<file path="config.mk">
export PLATFORM = sky130hd
export DESIGN_NAME = d32x5
export DESIGN_NICKNAME = d
export VERILOG_FILES = /design/src/rtl/d32x5_pkg.sv /design/src/rtl/d32x5_fifo2.sv /design/src/rtl/d32x5.sv
export SDC_FILE = /design/constraint.sdc
export NUM_CORES = 1
export LEC_CHECK = 0
export ABC_AREA = 1
export CAP_MARGIN = 15
export CORE_MARGIN = 8
export CORE_UTILIZATION = 54
export CTS_CLUSTER_DIAMETER = 100
export DETAILED_ROUTE_END_ITERATION = 10
export HOLD_SLACK_MARGIN = 0.1
export PLACE_DENSITY = 0.85
export SYNTH_ARGS = -nofsm -noshare
export SYNTH_HDL_FRONTEND = slang
export SYNTH_SLANG_ARGS = --single-unit
</file>
<file path="constraint.sdc">
create_clock -name clk -period 6.08 [get_ports clk]
set_input_delay 1.216 -clock clk [delete_from_list [all_inputs] [get_ports clk]]
set_output_delay 1.216 -clock clk [all_outputs]
set_load 0.05 [all_outputs]
</file>
<file path="src/rtl/d32x5_pkg.sv">
// Shared types and constants for the d32x5 registered 1-to-5 word demultiplexer.
package d32x5_pkg;

   localparam int NPORT = 5;
   localparam int SEL_W = 3;
   localparam int DW    = 32;

   typedef struct packed {
      logic [SEL_W-1:0] sel;
      logic [DW-1:0]    data;
   } entry_t;

   function automatic logic sel_legal(input logic [SEL_W-1:0] sel);
      return sel < SEL_W'(NPORT);
   endfunction

endpackage

</file>
<file path="src/rtl/d32x5_fifo2.sv">
// Two-entry synchronous FIFO of {sel,data} entries; head visible the cycle after push.
// Backpressure via o_full; once empty, o_head keeps showing the last popped entry.
module d32x5_fifo2
   import d32x5_pkg::*;
#(
   parameter int DEPTH = 2
) (
   input  logic   clk,
   input  logic   reset_n,
   input  logic   i_push,
   input  entry_t i_push_dat,
   input  logic   i_pop,
   output logic   o_full,
   output logic   o_empty,
   output entry_t o_head
);

   entry_t     r_mem [2];
   logic [1:0] r_count;
   logic       r_wr_ptr;
   logic       r_rd_ptr;
   logic       w_rd_idx;

   always_ff @(posedge clk or negedge reset_n) begin
      if (!reset_n) begin
         for (int i = 0; i < 2; i++) r_mem[i] <= '0;
         r_count  <= '0;
         r_wr_ptr <= 1'b0;
         r_rd_ptr <= 1'b0;
      end else begin
         if (i_push) begin
            r_mem[r_wr_ptr] <= i_push_dat;
            r_wr_ptr        <= ~r_wr_ptr;
         end
         if (i_pop) r_rd_ptr <= ~r_rd_ptr;
         case ({i_push, i_pop})
            2'b10:   r_count <= r_count + 2'd1;
            2'b01:   r_count <= r_count - 2'd1;
            default: r_count <= r_count;
         endcase
      end
   end

   assign o_full  = (r_count == 2'(DEPTH));
   assign o_empty = (r_count == 2'd0);

   // When empty, the slot behind rd_ptr still holds the last popped word and
   // cannot be overwritten before the FIFO becomes non-empty again.
   assign w_rd_idx = o_empty ? ~r_rd_ptr : r_rd_ptr;
   assign o_head   = r_mem[w_rd_idx];

endmodule

</file>
<file path="src/rtl/d32x5.sv">
// Registered 1-to-5 demux: 1-cycle latency, 1 word/cycle, illegal codes dropped and counted.
// Backpressure: in_ready low while the 2-entry FIFO is full; head-of-line blocking across ports.
module d32x5
   import d32x5_pkg::*;
#(
   parameter int DW    = 32,
   parameter int NPORT = 5,
   parameter int DEPTH = 2
) (
   input  logic             clk,
   input  logic             reset_n,
   input  logic             in_valid,
   output logic             in_ready,
   input  logic [DW-1:0]    in_data,
   input  logic [2:0]       in_sel,
   output logic [NPORT-1:0] out_valid,
   input  logic [NPORT-1:0] out_ready,
   output logic [DW-1:0]    out_data,
   output logic             err,
   input  logic             err_clr,
   output logic [7:0]       drop_cnt
);

   logic       w_full;
   logic       w_empty;
   logic       w_accept;
   logic       w_legal;
   logic       w_push;
   logic       w_pop;
   entry_t     w_push_dat;
   entry_t     w_head;
   logic       r_err;
   logic [7:0] r_drop_cnt;

   assign w_accept   = in_valid & ~w_full;
   assign w_legal    = sel_legal(in_sel);
   assign w_push     = w_accept & w_legal;
   assign w_push_dat = '{sel: in_sel, data: in_data};
   assign w_pop      = |(out_valid & out_ready);

   d32x5_fifo2 #(.DEPTH(DEPTH)) u_fifo (
      .clk        (clk),
      .reset_n    (reset_n),
      .i_push     (w_push),
      .i_push_dat (w_push_dat),
      .i_pop      (w_pop),
      .o_full     (w_full),
      .o_empty    (w_empty),
      .o_head     (w_head)
   );

   always_comb begin
      out_valid = '0;
      for (int i = 0; i < NPORT; i++)
         out_valid[i] = ~w_empty & (w_head.sel == 3'(i));
   end

   assign out_data = w_head.data;
   assign in_ready = ~w_full;

   // A clear in the same cycle as an illegal word suppresses counting it.
   always_ff @(posedge clk or negedge reset_n) begin
      if (!reset_n) begin
         r_err      <= 1'b0;
         r_drop_cnt <= '0;
      end else if (err_clr) begin
         r_err      <= 1'b0;
         r_drop_cnt <= '0;
      end else if (w_accept && !w_legal) begin
         r_err <= 1'b1;
         if (r_drop_cnt != 8'hFF) r_drop_cnt <= r_drop_cnt + 8'd1;
      end
   end

   assign err      = r_err;
   assign drop_cnt = r_drop_cnt;

endmodule

</file>
## Yosys cells after proc, flatten, opt, wreduce, memory -nomap -nowiden

Index checks and enable logic that the tools add are counted.

- Magnitude comparators: 4
- Add/subtract/negate cells: 3
- Bitwise gates (word level): 14
- Reduce and logical (&&, ||, !) cells: 10
- Equal/unequal tests: 8
- Muxes and demuxes: 13

Operator list:

| operator | number |
|---|---|
| $mux W35 | 4 |
| $bwmux W70 | 1 |
| $demux W35 S1 | 1 |
| $mux W8 | 3 |
| $add A8 B1 Y8 const B | 1 |
| $ne A8 B8 Y1 const B | 1 |
| $and A1 B1 Y1 | 7 |
| $eq A3 B2 Y1 const B | 2 |
| $reduce_bool A2 Y1 | 3 |
| $and A5 B5 Y5 | 1 |
| $reduce_or A5 Y1 | 1 |
| $eq A2 B2 Y1 const B | 2 |
| $ge A2 B2 Y1 const B | 2 |
| $not A1 Y1 | 4 |
| $not A1 Y2 | 2 |
| $pmux W2 S2 | 1 |
| $eq A3 B1 Y1 const B | 1 |
| $eq A3 B3 Y1 const B | 1 |
| $logic_not A3 Y1 | 1 |
| $lt A3 B3 Y1 const B | 1 |
| $mux W1 | 3 |
| $add A2 B1 Y2 const B | 1 |
| $eq A2 B1 Y1 const B | 1 |
| $logic_and A1 B1 Y1 | 2 |
| 5 further kinds | 5 |

- Output and inout port bits: 47
- Bits of input ports: 44
- Logic and storage cells: 61
- Register bits after elaboration: 83

## Depth between registers and ports, before layout

Gate-level depths: netlist of the first run.

- Depth in word-level cells: 12
- Mapped depth: 16
- Mapped depth without buffers: 16

## Modules after synthesis

From an unflattened synthesis of the first run, not the netlist that was laid out.

- Cell total of the unflattened synthesis: 512
- Area total of the unflattened synthesis: 4132.7 sq um

By module, submodules not included:

| module | times used | cells an instance | area each (sq um) |
|---|---|---|---|
| d32x5_fifo2 | 1 | 407 | 3465.8 |
| d32x5 | 1 | 105 | 666.9 |

## Worst setup path before layout of the first run

Ideal clock, no wire load.

- Path type: register to output
- Start: register u_fifo.r_count[0]
- End: output out_valid[2]
- Stages on the path, launching flop included: 8
- Setup slack: 2.707 ns
- Required time: 4.864 ns
- Arrival: 2.157 ns
- Path through: dfrtp_1 nor2_2 nand2_1 nand3_1 nand2_2 nor2_4 inv_1 nor3_1

- Cells in the longest elaborated chain, start to end: 8
- Elaborated cells on any way between the ends: 9

RTL lines:

| what | line | source |
|---|---|---|
| start, declared | d32x5_fifo2.sv:19 | `logic [1:0] r_count;` |
| start signal, assigned | d32x5_fifo2.sv:37 | `2'b10: r_count <= r_count + 2'd1;` |
| start signal, assigned | d32x5_fifo2.sv:38 | `2'b01: r_count <= r_count - 2'd1;` |
| start signal, assigned | d32x5_fifo2.sv:39 | `default: r_count <= r_count;` |
| $logic_not A2 Y1 * | d32x5_fifo2.sv:45 | `assign o_empty = (r_count == 2'd0);` |
| $mux W1 | d32x5_fifo2.sv:49 | `assign w_rd_idx = o_empty ? ~r_rd_ptr : r_rd_ptr;` |
| $not A1 Y2 (not written as such) | d32x5_fifo2.sv:50 | `assign o_head = r_mem[w_rd_idx];` |
| $mux W35 (not written as such) (3 in series) | d32x5_fifo2.sv:50 |  |
| $eq A3 B2 Y1 | d32x5.sv:55 | `out_valid[i] = ~w_empty & (w_head.sel == 3'(i));` |
| $and A1 B1 Y1 * | d32x5.sv:55 |  |
| end, declared | d32x5.sv:16 | `output logic [NPORT-1:0] out_valid,` |

Every way passes the cells marked *; elsewhere a longest branch is shown, timed or not. The select of a mux whose other input is x is not followed.

## Worst setup path in the final report of the first run

- Start: register u_fifo.r_count[0]
- End: output out_data[11]

- Cells in the longest elaborated chain, start to end: 6

RTL lines:

| what | line | source |
|---|---|---|
| $logic_not A2 Y1 | d32x5_fifo2.sv:45 |  |
| $mux W1 | d32x5_fifo2.sv:49 |  |
| $not A1 Y2 (not written as such) | d32x5_fifo2.sv:50 |  |
| $mux W35 (not written as such) (3 in series) | d32x5_fifo2.sv:50 |  |
| end, declared | d32x5.sv:18 | `output logic [DW-1:0] out_data,` |

No other way between the ends. The select of a mux whose other input is x is not followed.

==> metrics.csv, run 1 <==
stage,metric,value,unit
die,initial_core_util,54.8,%
worst_setup_path,critical_path_class,register to primary output,
timing,slew_viol_final,0,
synth,synthArstFlopShare,100,%
global_route,grt_max_degree,84,
worst_setup_path,max_stage_delay,0.88,ns
clock_tree,cts-root-buf,clkbuf_8,
timing,finalWorstSetupSlack,1.77,ns
synth,synth_commonest_cells,"183 x nand2_1, 83 x dfrtp_1, 73 x o21ai_0",
timing,min_period,4.31,ns
route,drt_iter0_drc,154,
route,post-route-drc-count,0,
worst_setup_path,arrival,3.10,ns
layout,antennaDiodeCount,0,
timing,fmax,232,MHz
layout,fin_area,0.00506,sq mm
timing,min_period_over_period,71.0,%
hold_path,hold-path-endpoint,u_fifo.r_mem[55],
global_route,grt.overflow.total,0,
synth,yosys.area.top_type_share,53.1,%
placed_design,placed_area,0.00485,sq mm
placed_design,place_ws,2.20,ns
worst_setup_path,cpMostUsedCell,nand2_2,
global_route,grt_busiest_layer,met2,
clock_tree,post_cts.repair.setup_buffers,0,
route,wl_per_cell,13.7,microns
worst_setup_path,reg2reg_depth,14,
worst_setup_path,path_cells,inv_2 > nand2_2 > nand2_1 > nand2_2 > o21ai_0 > clkdlybuf4s50_1,
worst_setup_path,reg2reg_from,u_fifo.r_count[0],
placed_design,post-dp-hpwl,6.29,mm
clock_tree,h-tree-depth,3,
die,core_area,0.00714,sq mm
route,drt-pass1-iter-count,5,
layout,drive_gt1_share,7.89,%
synth,syn_avg_cell_area,8.10,sq um
synth,ys_ff_latch,83,
synth,yosysWarnings,0,
run,cap_violations,0,
synth,yosysUniqueCellTypes,30,
layout,nets,612,
global_route,met3_usage,4.83,%
clock_tree,hold_buffers,0,
die,ioPinCount,91,
route,ant_nets,0,
route,wl,9.14,mm
synth,syn-num-nets,529,
clock_tree,tritoncts,done,
placed_design,io_buffer_count,90,
timing,tns,0,ns
global_route,antenna_found_initial,0,
global_route,grt_pass1_wl,15.4,mm
route,vias,3365,
worst_setup_path,critPathLaunchType,register,
timing,finClkSkew,0.00919,ns
clock_tree,cts.reportedPaths.clkPinSlew,0.08,ns
clock_tree,cts_resized,0,
timing,hold_viol_final,0,
placed_design,place.gp.congestion,0.843,
synth,synth.most_common_cell,nand2_1,
timing,setup_viol,0,
timing,slew_headroom,31.6,%
synth,yosys.area.top_type,dfrtp_1,
worst_setup_path,crit_slowest_cell,clkdlybuf4s50_1,
outcome,status,completed,
hold_path,hp-start,u_fifo.r_mem[55],
global_route,grt_util_met1,23.1,%
worst_setup_path,crit_fanout,64,
worst_setup_path,r2r_slack,3.83,ns
synth,synth_edf_count,0,
timing,worst_pin_slew,1.03,ns
layout,fillCellCount,584,
die,die_height,101,microns
global_route,use_met2,30.8,%
clock_tree,cts_buffers,9,
worst_setup_path,critPathBufInv,2,
global_route,track_usage,18.7,%
timing,rsz0062_at_grt,no,
layout,area.growth.synth_to_final,29.5,%
worst_setup_path,startpoint,u_fifo.r_count[0],
route,via_per_inst,5.03,
clock_tree,ctsLongestPathBuffers,2,
synth,synth_area_leaders,"dfrtp_1 53%, nand2_1 18%, o21ai_0 9.3%",
worst_setup_path,cp_data_required_time,4.86,ns
die,die_area,0.0102,sq mm
synth,netlist_area,0.00391,sq mm
worst_setup_path,cp-end-kind,primary output,
timing,whs,0.476,ns
hold_path,whs_path_depth,2,
hold_path,min_path_type,register to register,
synth,ys_seq_area_share,53.1,%
worst_setup_path,cp_top_family,buffers and inverters,
synth,synth_cells,483,
clock_tree,insertion_delay,0.35,ns
synth,ys.flop_type,dfrtp_1,
die,rows,31,
global_route,grt_pass1_vias,3370,
clock_tree,clock_sinks,83,
die,die-width,101,microns
worst_setup_path,r2r_end,u_fifo.r_count[1],
tightest hold or removal path, cell delays in order (launching register included):
cell and delay, ns:
dfrtp_1 0.35, nand2_1 0.05, nand2_1 0.05
flip-flops by register name, summed over array words and instances, names as in the netlist:
signal           count
u_fifo.r_mem        70
drop_cnt             8
u_fifo.r_count       2
err                  1
u_fifo.r_rd_ptr      1
u_fifo.r_wr_ptr      1
cells by family (layout without fill, tap and decap cells):
logic type,count (synthesis),in the layout,synth area share (%)
xor+xnor,2,2,0.448
fa+ha+maj,2,2,0.640
buf+inv,73,160,7.74
flops,83,83,53.1
compound gates,85,85,11.4
mux,1,1,0.288
simple gates,237,237,26.4
worst max-delay path by stage:
stage,endpoint,slack [ns],depth (start not counted)
after floorplan,out_valid[2],2.71,7
after global routing,out_data[11],1.55,6
after detailed placement,out_data[0],2.20,6
after CTS,out_data[11],1.80,6
final,out_data[11],1.77,6
after global placement,out_data[26],2.21,6
layout make-up:
type / instances / area [sq um] / area share (%)
Clock inverter: 4 / 75.1 / 1.48
Sequential cell: 83 / 2080 / 41.0
Clock buffer: 11 / 141 / 2.79
Inverter: 53 / 199 / 3.93
Multi-Input combinational cell: 327 / 1530 / 30.3
Tap cell: 99 / 124 / 2.45
Timing Repair Buffer: 92 / 913 / 18.0
layer usage:
layer	vias up	routed length [microns]	share of wire, %
met5	-	0	0
met4	0	71	0.78
met3	6	626	6.8
met2	102	4430	48
met1	1589	4020	44
li1	1668	-	-
cell usage in the layout, fill, tap and decap left out, drive strengths merged:
master         instances
o21ai                 76
nand3b                 1
a21oi                  6
and3                   1
buf                    3
o21bai                 1
inv                   53
bufinv                 2
mux2                   1
ha                     2
dfrtp                 83
nor2                  15
clkinvlp               2
clkbuf                11
clkdlybuf4s50         89
xor2                   1
nand3                 19
nand4                  2
nor3                   4
nand2                195
o21a                   2
xnor2                  1
through the flow:
step                      utilization, %  instances
after floorplan                        -        483
after global placement              67.9        654
after detailed placement            67.9        654
after CTS                           70.9        669
after global routing                70.9        669
final                               70.9        669
Power of run 1 is not shown: default switching activity piles up to over one toggle a cycle in this logic, so the estimate is an artifact.
==> run 2, diff against run 1 <==
Settings changed: CORE_UTILIZATION 54 to 50, PLACE_DENSITY 0.85 to 0.8.
Clock period 6.08 ns to 4 ns, I/O delays scaled along.
==> run 2 against run 1 <==
Against the previous run: register-to-register slack worse by 2.2 ns; global-route usage fell by 0.88 points; critical path depth up 1; clock skew about the same; via count increased by 1.5%; die area grew 6.7%; utilization shrank 4.4 points; sequential share of layout area is 0.18 points lower; flip-flop and latch count unchanged; critical endpoint is now out_data[28]; largest cell class unchanged; highest routed layer unchanged.
==> metrics.csv, run 2 (same netlist as run 1, synthesis figures left out) <==
stage,metric,value,unit,change
clock_tree,post_cts.repair.setup_buffers,0,,unchanged
timing,fmax,275,MHz,
global_route,grt_pass1_vias,3433,,was 3370
timing,worst_pin_slew,1.03,ns,about the same
worst_setup_path,crit_slowest_cell,clkdlybuf4s50_1,,unchanged
layout,final_cell_mix,"182 x nand2_1, 89 x clkdlybuf4s50_1, 83 x dfrtp_1",,unchanged
route,wl_per_cell,13.9,microns,was 13.7 microns
route,drt-pass1-iter-count,4,,was 5
run,cap_violations,0,,unchanged
clock_tree,tritoncts,done,,unchanged
clock_tree,ctsLongestPathBuffers,2,,unchanged
die,die-width,104,microns,was 101 microns
layout,layout_commonest_cell,nand2_1,,unchanged
worst_setup_path,path_cells,nor2_2 > nand2_1 > nand2_2 > buf_12 > nand2_1 > o21ai_0 > clkdlybuf4s50_1,,was inv_2 > nand2_2 > nand2_1 > nand2_2 > o21ai_0 > clkdlybuf4s50_1
route,via_per_inst,5.07,,was 5.03
global_route,track_usage,17.8,%,was 18.7%
outcome,status,completed,,unchanged
route,post-route-drc-count,0,,unchanged
worst_setup_path,reg2reg_from,u_fifo.r_count[0],,unchanged
timing,min_period,3.63,ns,
route,vias,3414,,was 3365
worst_setup_path,cp_data_required_time,3.20,ns,was 4.86 ns
timing,setup_viol,0,,unchanged
layout,area.growth.synth_to_final,30.0,%,was 29.5%
timing,finClkSkew,0.00956,ns,was 0.00919 ns
clock_tree,clock_sinks,83,,unchanged
hold_path,min_path_type,register to register,,unchanged
layout,largest_reg_flops,70,,unchanged
layout,drive_gt1_share,7.87,%,was 7.89%
timing,slew_headroom,31.7,%,was 31.6%
layout,fillCellCount,644,,was 584
route,drt_iter0_drc,188,,was 154
clock_tree,hold_buffers,0,,unchanged
worst_setup_path,max_stage_delay,0.84,ns,was 0.88 ns
global_route,grt.overflow.total,0,,unchanged
timing,hold_viol_final,0,,unchanged
timing,tns,0,ns,unchanged
worst_setup_path,cpMostUsedCell,nand2_1,,was nand2_2
worst_setup_path,crit_fanout,39,,was 64
placed_design,place.gp.congestion,0.797,,was 0.843
placed_design,io_buffer_count,90,,unchanged
layout,regMostFlops,u_fifo.r_mem,,unchanged
global_route,grt_pass1_wl,16.2,mm,was 15.4 mm
clock_tree,insertion_delay,0.35,ns,about the same
timing,rsz0062_at_grt,no,,unchanged
clock_tree,cts.reportedPaths.clkPinSlew,0.08,ns,about the same
worst_setup_path,cp-end-kind,primary output,,unchanged
clock_tree,cts_buffers,9,,unchanged
clock_tree,cts-root-buf,clkbuf_8,,unchanged
die,die_height,104,microns,was 101 microns
worst_setup_path,startpoint,u_fifo.r_count[0],,unchanged
clock_tree,h-tree-depth,3,,unchanged
worst_setup_path,critPathLaunchType,register,,unchanged
clock_tree,cts_resized,0,,unchanged
route,wl,9.35,mm,was 9.14 mm
die,die_area,0.0109,sq mm,was 0.0102 sq mm
timing,slew_viol_final,0,,unchanged
die,initial_core_util,51.1,%,was 54.8%
die,ioPinCount,91,,unchanged
hold_path,hp-start,u_fifo.r_mem[53],,was u_fifo.r_mem[55]
layout,antennaDiodeCount,0,,unchanged
route,ant_nets,0,,unchanged
placed_design,post-dp-hpwl,6.55,mm,was 6.29 mm
layout,nets,613,,was 612
global_route,antenna_found_initial,0,,unchanged
worst_setup_path,critical_path_class,register to primary output,,unchanged
worst_setup_path,arrival,2.83,ns,was 3.10 ns
timing,min_period_over_period,90.9,%,
die,rows,32,,was 31
die,core_area,0.00765,sq mm,was 0.00714 sq mm
global_route,grt_max_degree,84,,unchanged
-- run 2: cell count changes in the layout (fill, tap and decap cells not counted) --
| cell | change |
|---|---|
| clkbuf_8 | -1 |
| nor2_2 | -1 |
| buf_12 | +1 |
| clkbuf_1 | +2 |
| nor2_4 | +1 |
-- run 2: final timing paths --
kind,to,slack [ns],depth (start not counted)
max,out_data[28],0.37,7
min,u_fifo.r_mem[53],0.47,2
max reg2reg,u_fifo.r_count[1],1.67,14
min reg2reg,u_fifo.r_mem[53],0.47,2
max in group asynchronous,drop_cnt[0],2.72,1
min in group asynchronous,u_fifo.r_mem[33],0.64,1
-- run 2: through the flow --
stage          utilization [%]  instance area (sq um)  instances  worst slack (ns)  hold WS, ns
2_1_floorplan                -                   3910        483              1.04        0.442
6_report                  66.5                   5080        674             0.365        0.474
5_1_grt                   66.5                   5080        674             0.178        0.496
3_5_place_dp              63.7                   4870        658             0.706        0.458
4_1_cts                   66.5                   5080        674             0.329        0.478
3_3_place_gp              63.7                   4870        658             0.788        0.454
-- run 2: routing by layer --
layer | wire length (microns) | global-route usage (%)
met2 | 4380 | 28.5
met1 | 4090 | 22.3
met4 | 161 | 6.20
met5 | 0 | 0
met3 | 717 | 5.27
-- run 2: final cells by class --
| class | count | area [sq um] | share of cell area (%) |
|---|---|---|---|
| Sequential cell | 83 | 2080 | 40.8 |
| Multi-Input combinational cell | 327 | 1540 | 30.2 |
| Clock buffer | 12 | 135 | 2.66 |
| Clock inverter | 4 | 75.1 | 1.48 |
| Inverter | 53 | 199 | 3.91 |
| Tap cell | 102 | 128 | 2.51 |
| Timing Repair Buffer | 93 | 933 | 18.4 |
-- run 2: worst max-delay path, delay by kind of cell, from the launching register on --
kind / cells / cell delay, ns
buffers and inverters: 2 / 1.09
and+or+nand+nor: 4 / 0.84
DFF: 1 / 0.45
AOI/OAI and AO/OA: 1 / 0.10
Power of run 2 is left out for the same reason.
